$ cat src/rtl/hazard_pkg.sv
// Shared FSM state, forwarding-select codes and branch opcodes for the hazard unit.
package hazard_pkg;

  typedef enum logic [1:0] {
    RUN      = 2'd0,
    BR_WAIT  = 2'd1,
    MEM_WAIT = 2'd2
  } hz_state_t;

  localparam logic [1:0] FWD_RF    = 2'd0;
  localparam logic [1:0] FWD_EXMEM = 2'd2;
  localparam logic [1:0] FWD_MEMWB = 2'd3;

  localparam logic [5:0] OP_BEQ = 6'b000100;
  localparam logic [5:0] OP_BNE = 6'b000101;

endpackage

$ cat src/rtl/hazard_fwd_sel.sv
// Combinational operand-source select: EX/MEM result beats MEM/WB, register 0 never forwards.
module hazard_fwd_sel
  import hazard_pkg::*;
#(
  parameter int REG_AW = 5
) (
  input  logic [REG_AW-1:0] i_src,
  input  logic              i_exmem_regwrite,
  input  logic [REG_AW-1:0] i_exmem_wreg,
  input  logic              i_memwb_regwrite,
  input  logic [REG_AW-1:0] i_memwb_wreg,
  output logic [1:0]        o_fwd
);

  always_comb begin
    o_fwd = FWD_RF;
    if (i_exmem_regwrite && (i_exmem_wreg == i_src) && (i_exmem_wreg != '0)) begin
      o_fwd = FWD_EXMEM;
    end else if (i_memwb_regwrite && (i_memwb_wreg == i_src) && (i_memwb_wreg != '0)) begin
      o_fwd = FWD_MEMWB;
    end
  end

endmodule

$ cat src/rtl/hazard_unit_v2.sv
// Hazard/forwarding unit: combinational enables and forwarding, registered branch-wait/memory-wait FSM.
// Optional performance counters are compiled in with HAZARD_UNIT_PERF_EN.
module hazard_unit_v2
  import hazard_pkg::*;
#(
  parameter int REG_AW     = 5,
  parameter int BRANCH_LAT = 1
`ifdef HAZARD_UNIT_PERF_EN
  ,
  parameter int CNT_W      = 16
`endif
) (
  input  logic              clk,
  input  logic              rst,
  input  logic              enable,
  input  logic              dmem_wait,
  input  logic              imem_wait,
  input  logic [31:0]       id_instr,
  input  logic [1:0]        id_branch_op,
  input  logic              idex_regwrite,
  input  logic              idex_memread,
  input  logic [REG_AW-1:0] idex_wreg,
  input  logic              exmem_regwrite,
  input  logic [REG_AW-1:0] exmem_wreg,
  input  logic              memwb_regwrite,
  input  logic [REG_AW-1:0] memwb_wreg,
  output logic              pc_write,
  output logic              ifid_write,
  output logic              bubble,
  output logic              pipe_en,
  output logic              imem_en,
  output logic [1:0]        fwd_a,
  output logic [1:0]        fwd_b
`ifdef HAZARD_UNIT_PERF_EN
  ,
  output logic [CNT_W-1:0]  stall_cycles,
  output logic [CNT_W-1:0]  branch_bubbles,
  output logic [CNT_W-1:0]  loaduse_stalls
`endif
);

  hz_state_t         r_state, w_state_nxt;
  logic [2:0]        r_brc, w_brc_nxt;
  logic [REG_AW-1:0] w_rs, w_rt;
  logic [1:0]        w_fwd_a, w_fwd_b;
  logic              w_wait, w_load_use, w_lu_stall, w_br_bub;
  logic              w_unused;

  assign w_rs     = REG_AW'(id_instr[25:21]);
  assign w_rt     = REG_AW'(id_instr[20:16]);
  assign w_unused = ^id_instr[15:0];
  assign w_wait   = dmem_wait | imem_wait;

  assign w_load_use = idex_regwrite && idex_memread && (idex_wreg != '0) &&
                      ((idex_wreg == w_rs) || (idex_wreg == w_rt));

  hazard_fwd_sel #(.REG_AW(REG_AW)) u_fwd_rs (
    .i_src(w_rs), .i_exmem_regwrite(exmem_regwrite), .i_exmem_wreg(exmem_wreg),
    .i_memwb_regwrite(memwb_regwrite), .i_memwb_wreg(memwb_wreg), .o_fwd(w_fwd_a)
  );

  hazard_fwd_sel #(.REG_AW(REG_AW)) u_fwd_rt (
    .i_src(w_rt), .i_exmem_regwrite(exmem_regwrite), .i_exmem_wreg(exmem_wreg),
    .i_memwb_regwrite(memwb_regwrite), .i_memwb_wreg(memwb_wreg), .o_fwd(w_fwd_b)
  );

  assign fwd_a = rst ? w_fwd_a : FWD_RF;
  assign fwd_b = rst ? w_fwd_b : FWD_RF;

  always_ff @(posedge clk or negedge rst) begin
    if (!rst) begin
      r_state <= RUN;
      r_brc   <= 3'd0;
    end else begin
      r_state <= w_state_nxt;
      r_brc   <= w_brc_nxt;
    end
  end

  always_comb begin
    w_state_nxt = r_state;
    w_brc_nxt   = r_brc;
    pc_write    = 1'b0;
    ifid_write  = 1'b0;
    bubble      = 1'b0;
    pipe_en     = 1'b0;
    imem_en     = 1'b0;
    w_lu_stall  = 1'b0;
    w_br_bub    = 1'b0;
    if (rst && enable) begin
      case (r_state)
        // MEM_WAIT with both waits clear decides exactly like RUN, so no cycle is lost on exit.
        RUN, MEM_WAIT: begin
          if (w_wait) begin
            w_state_nxt = MEM_WAIT;
            imem_en     = !dmem_wait;
          end else begin
            w_state_nxt = RUN;
            if (id_branch_op != 2'b00) begin
              bubble    = 1'b1;
              pc_write  = 1'b1;
              imem_en   = 1'b1;
              pipe_en   = 1'b1;
              w_br_bub  = 1'b1;
              w_brc_nxt = 3'(BRANCH_LAT - 1);
              if (BRANCH_LAT > 1) w_state_nxt = BR_WAIT;
            end else if (w_load_use) begin
              bubble     = 1'b1;
              pipe_en    = 1'b1;
              w_lu_stall = 1'b1;
            end else if ((id_instr[31:26] == OP_BEQ) || (id_instr[31:26] == OP_BNE)) begin
              ifid_write = 1'b1;
              pipe_en    = 1'b1;
            end else begin
              pc_write   = 1'b1;
              ifid_write = 1'b1;
              pipe_en    = 1'b1;
              imem_en    = 1'b1;
            end
          end
        end
        BR_WAIT: begin
          bubble = 1'b1;
          if (!w_wait) begin
            pipe_en   = 1'b1;
            w_br_bub  = 1'b1;
            w_brc_nxt = r_brc - 3'd1;
            if (r_brc == 3'd1) w_state_nxt = RUN;
          end
        end
        default: w_state_nxt = RUN;
      endcase
    end
  end

`ifdef HAZARD_UNIT_PERF_EN
  logic [CNT_W-1:0] r_stall_cycles, r_branch_bubbles, r_loaduse_stalls;

  always_ff @(posedge clk or negedge rst) begin
    if (!rst) begin
      r_stall_cycles   <= '0;
      r_branch_bubbles <= '0;
      r_loaduse_stalls <= '0;
    end else begin
      if (enable && !pc_write && (r_stall_cycles != '1)) r_stall_cycles <= r_stall_cycles + 1'b1;
      if (w_br_bub && (r_branch_bubbles != '1)) r_branch_bubbles <= r_branch_bubbles + 1'b1;
      if (w_lu_stall && (r_loaduse_stalls != '1)) r_loaduse_stalls <= r_loaduse_stalls + 1'b1;
    end
  end

  assign stall_cycles   = r_stall_cycles;
  assign branch_bubbles = r_branch_bubbles;
  assign loaduse_stalls = r_loaduse_stalls;
`endif

endmodule

$ cat config.mk
export PLATFORM = sky130hd
export DESIGN_NAME = hazard_unit_v2
export DESIGN_NICKNAME = d
export VERILOG_FILES = /design/src/rtl/hazard_pkg.sv /design/src/rtl/hazard_fwd_sel.sv /design/src/rtl/hazard_unit_v2.sv
export SDC_FILE = /design/constraint.sdc
export NUM_CORES = 1
export LEC_CHECK = 0
export BUFFER_PORTS_ARGS = -buffer_cell sky130_fd_sc_hd__buf_2
export CORE_UTILIZATION = 25
export DETAILED_ROUTE_END_ITERATION = 8
export PLACE_DENSITY = 0.75
export SETUP_SLACK_MARGIN = 0.5
export SLEW_MARGIN = 20
export SYNTH_ARGS = -nofsm -noshare
export SYNTH_HDL_FRONTEND = slang
export SYNTH_SLANG_ARGS = --single-unit
$ cat constraint.sdc
create_clock -name clk -period 5 [get_ports clk]
set_input_delay 1 -clock clk [delete_from_list [all_inputs] [get_ports clk]]
set_output_delay 1 -clock clk [all_outputs]
set_load 0.01 [all_outputs]
==> out/summary.txt, run 1 <==
Most common cell on crit path: buf_2
Netlist cell types: 22
post-synthesis mux area share: 0
Overall Global Routing Usage: 0.140
slowest stage delay, CP: 0.52 ns
syn avg cell area: 7.36 um2
Hold Fails Final Rpt: 0
Synth Area in Compound Gates: 0.127
Buf+Inv Stages, Crit Path: 2
die height: 46.4 um
DRT Pass-1 Iters: 4
die footprint: 0.00215 mm2
share of layout cells above drive strength 1: 0.474
Pleak: 0.384 nW
Critical Path AT: 2.29 ns
core area: 0.00178 mm2
Post-Syn Area: 493 um2
DRC: 0
simple-gate share of the synthesized area: 0.332
final setup violating endpoints: 0
Synth warnings: 0
setup TNS: 0 ns
CP cell instances: buf_2, or4_4, o211ai_2, nor2_2, nor4_2, buf_2
post-CTS sizing: 0
non-filler cells in the finished layout: 141
vias post-DR: 647
CP max-delay cell: or4_4
Worst Setup SP: idex_wreg[1]
multi-input logic area: 489 um2
post-route ant nets: 0
syn nets: 125
commonest cells after routing, fill and taps aside: 49 x buf_2, 19 x xor2_1, 11 x xnor2_1
# clk buffers: 0
Inst Count DP: 141
largest net degree at the start of global routing: 5
main combinational cell family by area after synthesis: XOR/XNOR gates
xor and xnor area share after synthesis: 0.533
Routed WL: 1.51 mm
first-pass GRT wire length: 2.28 mm
routability congestion estimate from global placement: 0.844
# diodes: 0
Worst Setup End Kind: primary output
initial antenna violation count: 0
RSZ-0062 raised after global routing: false
Initial Util: 0.276
max_cap viols: 0
vias in the first global route: 542
Post-CTS Repair Setup Buffers: 0
row cnt: 15
Filler cells: 202
commonest non-fill, non-tap cell in the layout: buf_2
worst-path fanout max: 3
Final Cycle Share: 0.658
I/O pin count: 67
PortBufs: 49
Seq Cell Count: 0
WP data required: 4.00 ns
Startpoint Class: input pin
Worst path top cell family by delay: simple AND/OR/NAND/NOR gates
Slew @ Worst Pin: 0.388 ns
Congestion Overflow GR: 0
Sequential Area: 0 um2
die span in x: 46.4 um
Nets: 176
crit path time final: 3.29 ns
sequential area share after synthesis: 0
CP Class: in -> out
Synth-to-Final Area Change: 56.1%
hold_sp: id_branch_op[1]
CTS Hold Bufs: 0
vias per cell: 4.59
DR iter-0 viols: 7
pins over their slew limit: 0
fmax: 304 MHz
Post-Synth Adder-Cell Area: 0
PD cells: 72.8 mW/mm2
WL/cell: 10.7 um
Post-Syn Instances: 67
Rel. slew slack: 0.739
post-DP HPWL: 1.44 mm
status: completed
Peak VDD IR: 0.0000310 V
worst hold path type: in -> out
## worst paths after layout
kind / endpoint / slack (ns) / cells past startpoint
worst max-delay path: ifid_write / 1.71 / 6
worst min-delay path: ifid_write / 2.29 / 3
## synthesized netlist by cell type (2+ instances only)
cell type / instances / area, um2
nor4_1: 3 / 18.8
or4_1: 3 / 22.5
xnor2_1: 11 / 96.3
nand3_1: 4 / 20.0
nand2_1: 4 / 15.0
nor3_1: 3 / 15.0
xor2_1: 19 / 166
nor2_1: 5 / 18.8
a21oi_1: 2 / 10.0
## cells by family after synthesis
family / Yosys count
compound gates: 8
xor+xnor: 30
buf+inv: 1
simple gates: 28
## through the flow
stage               hold slack (ns)  setup WS, ns  cell area (um2)  total power, mW   util
detailed placement             2.29          1.70              769           0.0565  0.432
global placement               2.29          1.74              769           0.0551  0.432
CTS                            2.29          1.70              769           0.0568  0.432
finish                         2.29          1.71              769           0.0560  0.432
global route                   2.32          1.61              769           0.0621  0.432
floorplan                      2.03          1.95              493           0.0264      -
## final cells by class
cell class	count	area share
inverter	1	0.00488
tap	25	0.0407
multi-input combinational	66	0.636
timing repair buffer	49	0.319
## power by group
group | internal (mW) | switching (mW) | total, mW
Sequential | 0 | 0 | 0
Combinational | 0.0286 | 0.0274 | 0.0560
Clock | 0 | 0 | 0
Total | 0.0286 | 0.0274 | 0.0560
## metal layers
layer  vias up  wire (um)  track usage
met1       285        708        0.205
met3         0         95      0.00392
met4         0          0       0.0118
li1        338          -            -
met5         -          0            0
met2        24        708        0.233
Power figures use the tool's default switching activity.
==> run 2, diff against run 1 <==
--- a/config.mk
+++ b/config.mk
@@ -8,7 +8,7 @@
 export BUFFER_PORTS_ARGS = -buffer_cell sky130_fd_sc_hd__buf_2
 export CORE_UTILIZATION = 25
 export DETAILED_ROUTE_END_ITERATION = 8
-export PLACE_DENSITY = 0.75
+export PLACE_DENSITY = 0.78
 export SETUP_SLACK_MARGIN = 0.5
 export SLEW_MARGIN = 20
 export SYNTH_ARGS = -nofsm -noshare
==> constraint.sdc (replaced) <==
create_clock -name clk -period 2.9 [get_ports clk]
set_input_delay 0.58 -clock clk [delete_from_list [all_inputs] [get_ports clk]]
set_output_delay 0.58 -clock clk [all_outputs]
set_load 0.01 [all_outputs]
==> out/summary.txt, run 2 (synthesized netlist as in run 1, its figures left out) <==
I/O pin count: 67 (unchanged)
commonest cells after routing, fill and taps aside: 45 x buf_2, 19 x xor2_1, 11 x xnor2_1
DRC: 0 (unchanged)
Initial Util: 0.276 (unchanged)
max_cap viols: 0 (unchanged)
Congestion Overflow GR: 0 (unchanged)
Hold Fails Final Rpt: 0 (unchanged)
vias in the first global route: 597 (+10%)
initial antenna violation count: 0 (unchanged)
fmax: 410 MHz
overall power: 111 uW (+98%)
slowest stage delay, CP: 0.54 ns (+0.02 ns)
# diodes: 0 (unchanged)
CP cell instances: buf_8, or4_4, o211ai_4, nor2_2, o31a_1, buf_2
worst-path fanout max: 3 (unchanged)
Filler cells: 174 (-14%)
die height: 46.4 um (unchanged)
vias per cell: 4.73 (+3.0%)
DRT Pass-1 Iters: 4 (unchanged)
die footprint: 0.00215 mm2 (unchanged)
Final Cycle Share: 0.841
setup TNS: 0 ns (unchanged)
Nets: 178 (+1.1%)
DP Area: 769 um2 (unchanged)
worst hold path type: in -> out
Worst Setup End Kind: primary output
post-DP HPWL: 1.45 mm (+0.69%)
pins over their slew limit: 0 (unchanged)
Slew @ Worst Pin: 0.279 ns (-0.109 ns)
Routed WL: 1.69 mm (+12%)
Critical Path AT: 1.86 ns (-0.43 ns)
post-route ant nets: 0 (unchanged)
core area: 0.00178 mm2 (unchanged)
Placement Setup Slack: 0.454 ns (-1.25 ns)
routability congestion estimate from global placement: 0.801 (-5.1%)
largest net degree at the start of global routing: 5 (unchanged)
Seq Cell Count: 0 (unchanged)
status: completed
DR iter-0 viols: 6 (-1)
Inst Count DP: 141 (unchanged)
post-route cell area: 863 um2 (+12%)
Sequential Area: 0 um2 (unchanged)
row cnt: 15 (unchanged)
share of layout cells above drive strength 1: 0.525 (+0.0513)
vias post-DR: 676 (+4.5%)
CP max-delay cell: or4_4
Pleak: 0.413 nW (+7.6%)
Startpoint Class: input pin
crit path time final: 2.44 ns
RSZ-0062 raised after global routing: true
commonest non-fill, non-tap cell in the layout: buf_2
die span in x: 46.4 um (unchanged)
Setup WS post-layout: 0.462 ns (-1.25 ns)
PD cells: 129 mW/mm2 (+77%)
Peak VDD IR: 0.0000604 V (+95%)
final setup violating endpoints: 0 (unchanged)
Rel. slew slack: 0.812 (+0.0737)
WP data required: 2.32 ns (-1.68 ns)
# clk buffers: 0 (unchanged)
CP Class: in -> out
WL/cell: 11.8 um (+10%)
first-pass GRT wire length: 2.51 mm (+10%)
Synth-to-Final Area Change: 75.1%
PortBufs: 49 (unchanged)
Overall Global Routing Usage: 0.156 (+0.0159)
non-filler cells in the finished layout: 143 (+1.4%)
==> run 2: cell count changes in the layout (fill, tap and decap cells not counted), moves of 2 or more <==
cell / change
buf_2: -4
buf_8: +3
buf_4: +2
nor4_1: -2
nor4_2: +2
==> run 2: path summary, 6_finish.rpt <==
| check | to | start | slack (ns) | cells after the start |
|---|---|---|---|---|
| setup / recovery | bubble | idex_wreg[2] | 0.46 | 6 |
| hold / removal | ifid_write | id_branch_op[1] | 1.46 | 3 |
==> run 2: through the flow <==
| stage | utilization | hold WS, ns |
|---|---|---|
| after floorplan | - | 1.19 |
| after CTS | 0.445 | 1.45 |
| after detailed placement | 0.432 | 1.45 |
| after global routing | 0.484 | 1.48 |
| final | 0.484 | 1.46 |
| after global placement | 0.432 | 1.45 |
==> run 2: power by group <==
group          internal, mW  switching [mW]
registers                 0               0
logic                0.0580          0.0532
clock network             0               0
==> run 2: critical path, delay by kind of cell <==
family          cells  cell delay, ns
compound gates      2            0.45
buf+inv             2            0.23
simple gates        2            0.60
==> run 2: routing by layer <==
| layer | up-vias | global-route usage | wire length, um |
|---|---|---|---|
| met5 | - | 0 | 0 |
| met4 | 0 | 0.0176 | 21 |
| met3 | 2 | 0.00784 | 99 |
| met2 | 27 | 0.264 | 846 |
| met1 | 302 | 0.221 | 722 |
| li1 | 345 | - | - |
==> run 2: final cells by class <==
type / count / area (um2) / area share
multi-input combinational: 66 / 532 / 0.616
tap: 25 / 31.3 / 0.0362
timing repair buffer: 51 / 297 / 0.343
inverter: 1 / 3.75 / 0.00435
==> run 2: repair_timing <==
action | CTS | global route
hold buffers | 0 | 0
gates resized for setup | 5 | 13
setup endpoints to repair | 4 | 8
pin swaps | 2 | 14
hold endpoints to repair | 0 | 0
buffers inserted | 1 | 1
==> run 3, diff against run 2 <==
==> constraint.sdc (replaced) <==
create_clock -name clk -period 2.2 [get_ports clk]
set_input_delay 0.44 -clock clk [delete_from_list [all_inputs] [get_ports clk]]
set_output_delay 0.44 -clock clk [all_outputs]
set_load 0.01 [all_outputs]
==> out/summary.txt, run 3 (synthesized netlist as in run 1, its figures left out) <==
Worst Setup End Kind: primary output
core area: 0.00178 mm2 (unchanged)
Pleak: 0.416 nW (+0.58%)
slowest stage delay, CP: 0.54 ns (about the same)
die footprint: 0.00215 mm2 (unchanged)
Overall Global Routing Usage: 0.149 (-0.00717)
Slew @ Worst Pin: 0.448 ns (+0.168 ns)
max_cap viols: 0 (unchanged)
overall power: 150 uW (+35%)
routability congestion estimate from global placement: 0.867 (+8.2%)
DRC: 0 (unchanged)
status: completed
post-DP HPWL: 1.48 mm (+1.8%)
post-route cell area: 895 um2 (+3.6%)
# diodes: 0 (unchanged)
vias post-DR: 675 (-0.15%)
Nets: 179 (+0.56%)
vias per cell: 4.69 (-0.84%)
initial antenna violation count: 0 (unchanged)
largest net degree at the start of global routing: 5 (unchanged)
fmax: 464 MHz
pins over their slew limit: 0 (unchanged)
PortBufs: 49 (unchanged)
Final Cycle Share: 0.980
Seq Cell Count: 0 (unchanged)
CP max-delay cell: or4_4
die height: 46.4 um (unchanged)
die span in x: 46.4 um (unchanged)
Critical Path AT: 1.72 ns (-0.14 ns)
CP Class: in -> out
Startpoint Class: input pin
commonest non-fill, non-tap cell in the layout: buf_2
row cnt: 15 (unchanged)
final setup violating endpoints: 0 (unchanged)
Synth-to-Final Area Change: 81.5%
Congestion Overflow GR: 0 (unchanged)
commonest cells after routing, fill and taps aside: 43 x buf_2, 19 x xor2_1, 11 x xnor2_1
vias in the first global route: 590 (-1.2%)
# clk buffers: 0 (unchanged)
I/O pin count: 67 (unchanged)
DP Area: 807 um2 (+4.9%)
Hold Fails Final Rpt: 0 (unchanged)
post-route ant nets: 0 (unchanged)
Peak VDD IR: 0.0000711 V (+18%)
share of layout cells above drive strength 1: 0.571 (+0.0460)
Rel. slew slack: 0.699 (-0.114)
CP cell instances: buf_6, or4_4, o211ai_4, nor2_2, o31a_1, buf_2
DRT Pass-1 Iters: 2 (-2)
crit path time final: 2.16 ns
DR iter-0 viols: 1 (-5)
first-pass GRT wire length: 2.39 mm (-4.7%)
Routed WL: 1.75 mm (+3.7%)
WL/cell: 12.2 um (+3.0%)
Initial Util: 0.276 (unchanged)
WP data required: 1.76 ns (-0.56 ns)
worst-path fanout max: 2 (-1)
RSZ-0062 raised after global routing: true
Sequential Area: 0 um2 (unchanged)
worst hold path type: in -> out
PD cells: 168 mW/mm2 (+30%)
==> run 3: changes by cell type in the layout (fill, tap and decap cells not counted), moves of 2 or more <==
cell	previous run	this run
a21oi_1	2	0
a21oi_2	0	2
buf_2	45	43
buf_6	1	4
nand2_1	4	2
nand2_2	0	2
nor2_1	5	3
nor2_2	1	3
==> run 3: layout make-up <==
cell class / instances / area (um2)
Multi-Input combinational cell: 66 / 547
Tap cell: 25 / 31.3
Timing Repair Buffer: 52 / 313
Inverter: 1 / 3.75
Fill cell: 189 / 888
==> run 3: timing repair <==
action / 4_1_cts / 5_1_grt
setup endpoints to repair: 8 / 9
buffers inserted: 1 / 1
hold buffers: 0 / 0
pin swaps: 6 / 6
gates resized for setup: 10 / 5
==> run 3: worst paths after layout <==
path,from,end,slack (ns),cells after the start
max,idex_wreg[1],bubble,0.04,6
min,id_branch_op[1],ifid_write,1.19,3
==> run 3: through the flow <==
step	setup slack (ns)	TNS [ns]	instances	utilization	hold slack, ns
final	0.0430	0	144	0.502	1.19
after global routing	-0.00162	-0.00162	144	0.502	1.22
after CTS	0.0425	0	143	0.482	1.19
after detailed placement	0.0253	0	142	0.453	1.19
after global placement	0.0629	0	142	0.453	1.19
after floorplan	0.295	0	67	-	0.906
==> run 3: routing by layer <==
| layer | GRT usage | vias to the layer above | wire (um) |
|---|---|---|---|
| met5 | 0 | - | 0 |
| li1 | - | 344 | - |
| met3 | 0 | 0 | 88 |
| met4 | 0 | 0 | 0 |
| met2 | 0.278 | 23 | 903 |
| met1 | 0.200 | 308 | 759 |
==> run 3: critical path, delay by kind of cell <==
family	cells	cell delay [ns]
buffers and inverters	2	0.23
AOI/OAI and AO/OA	2	0.42
and+or+nand+nor	2	0.62
==> run 3: power by group <==
part | leakage (nW) | internal [mW] | switching (mW)
Combinational | 0.416 | 0.0774 | 0.0726
Sequential | 0 | 0 | 0
Clock | 0 | 0 | 0
Total | 0.416 | 0.0774 | 0.0726
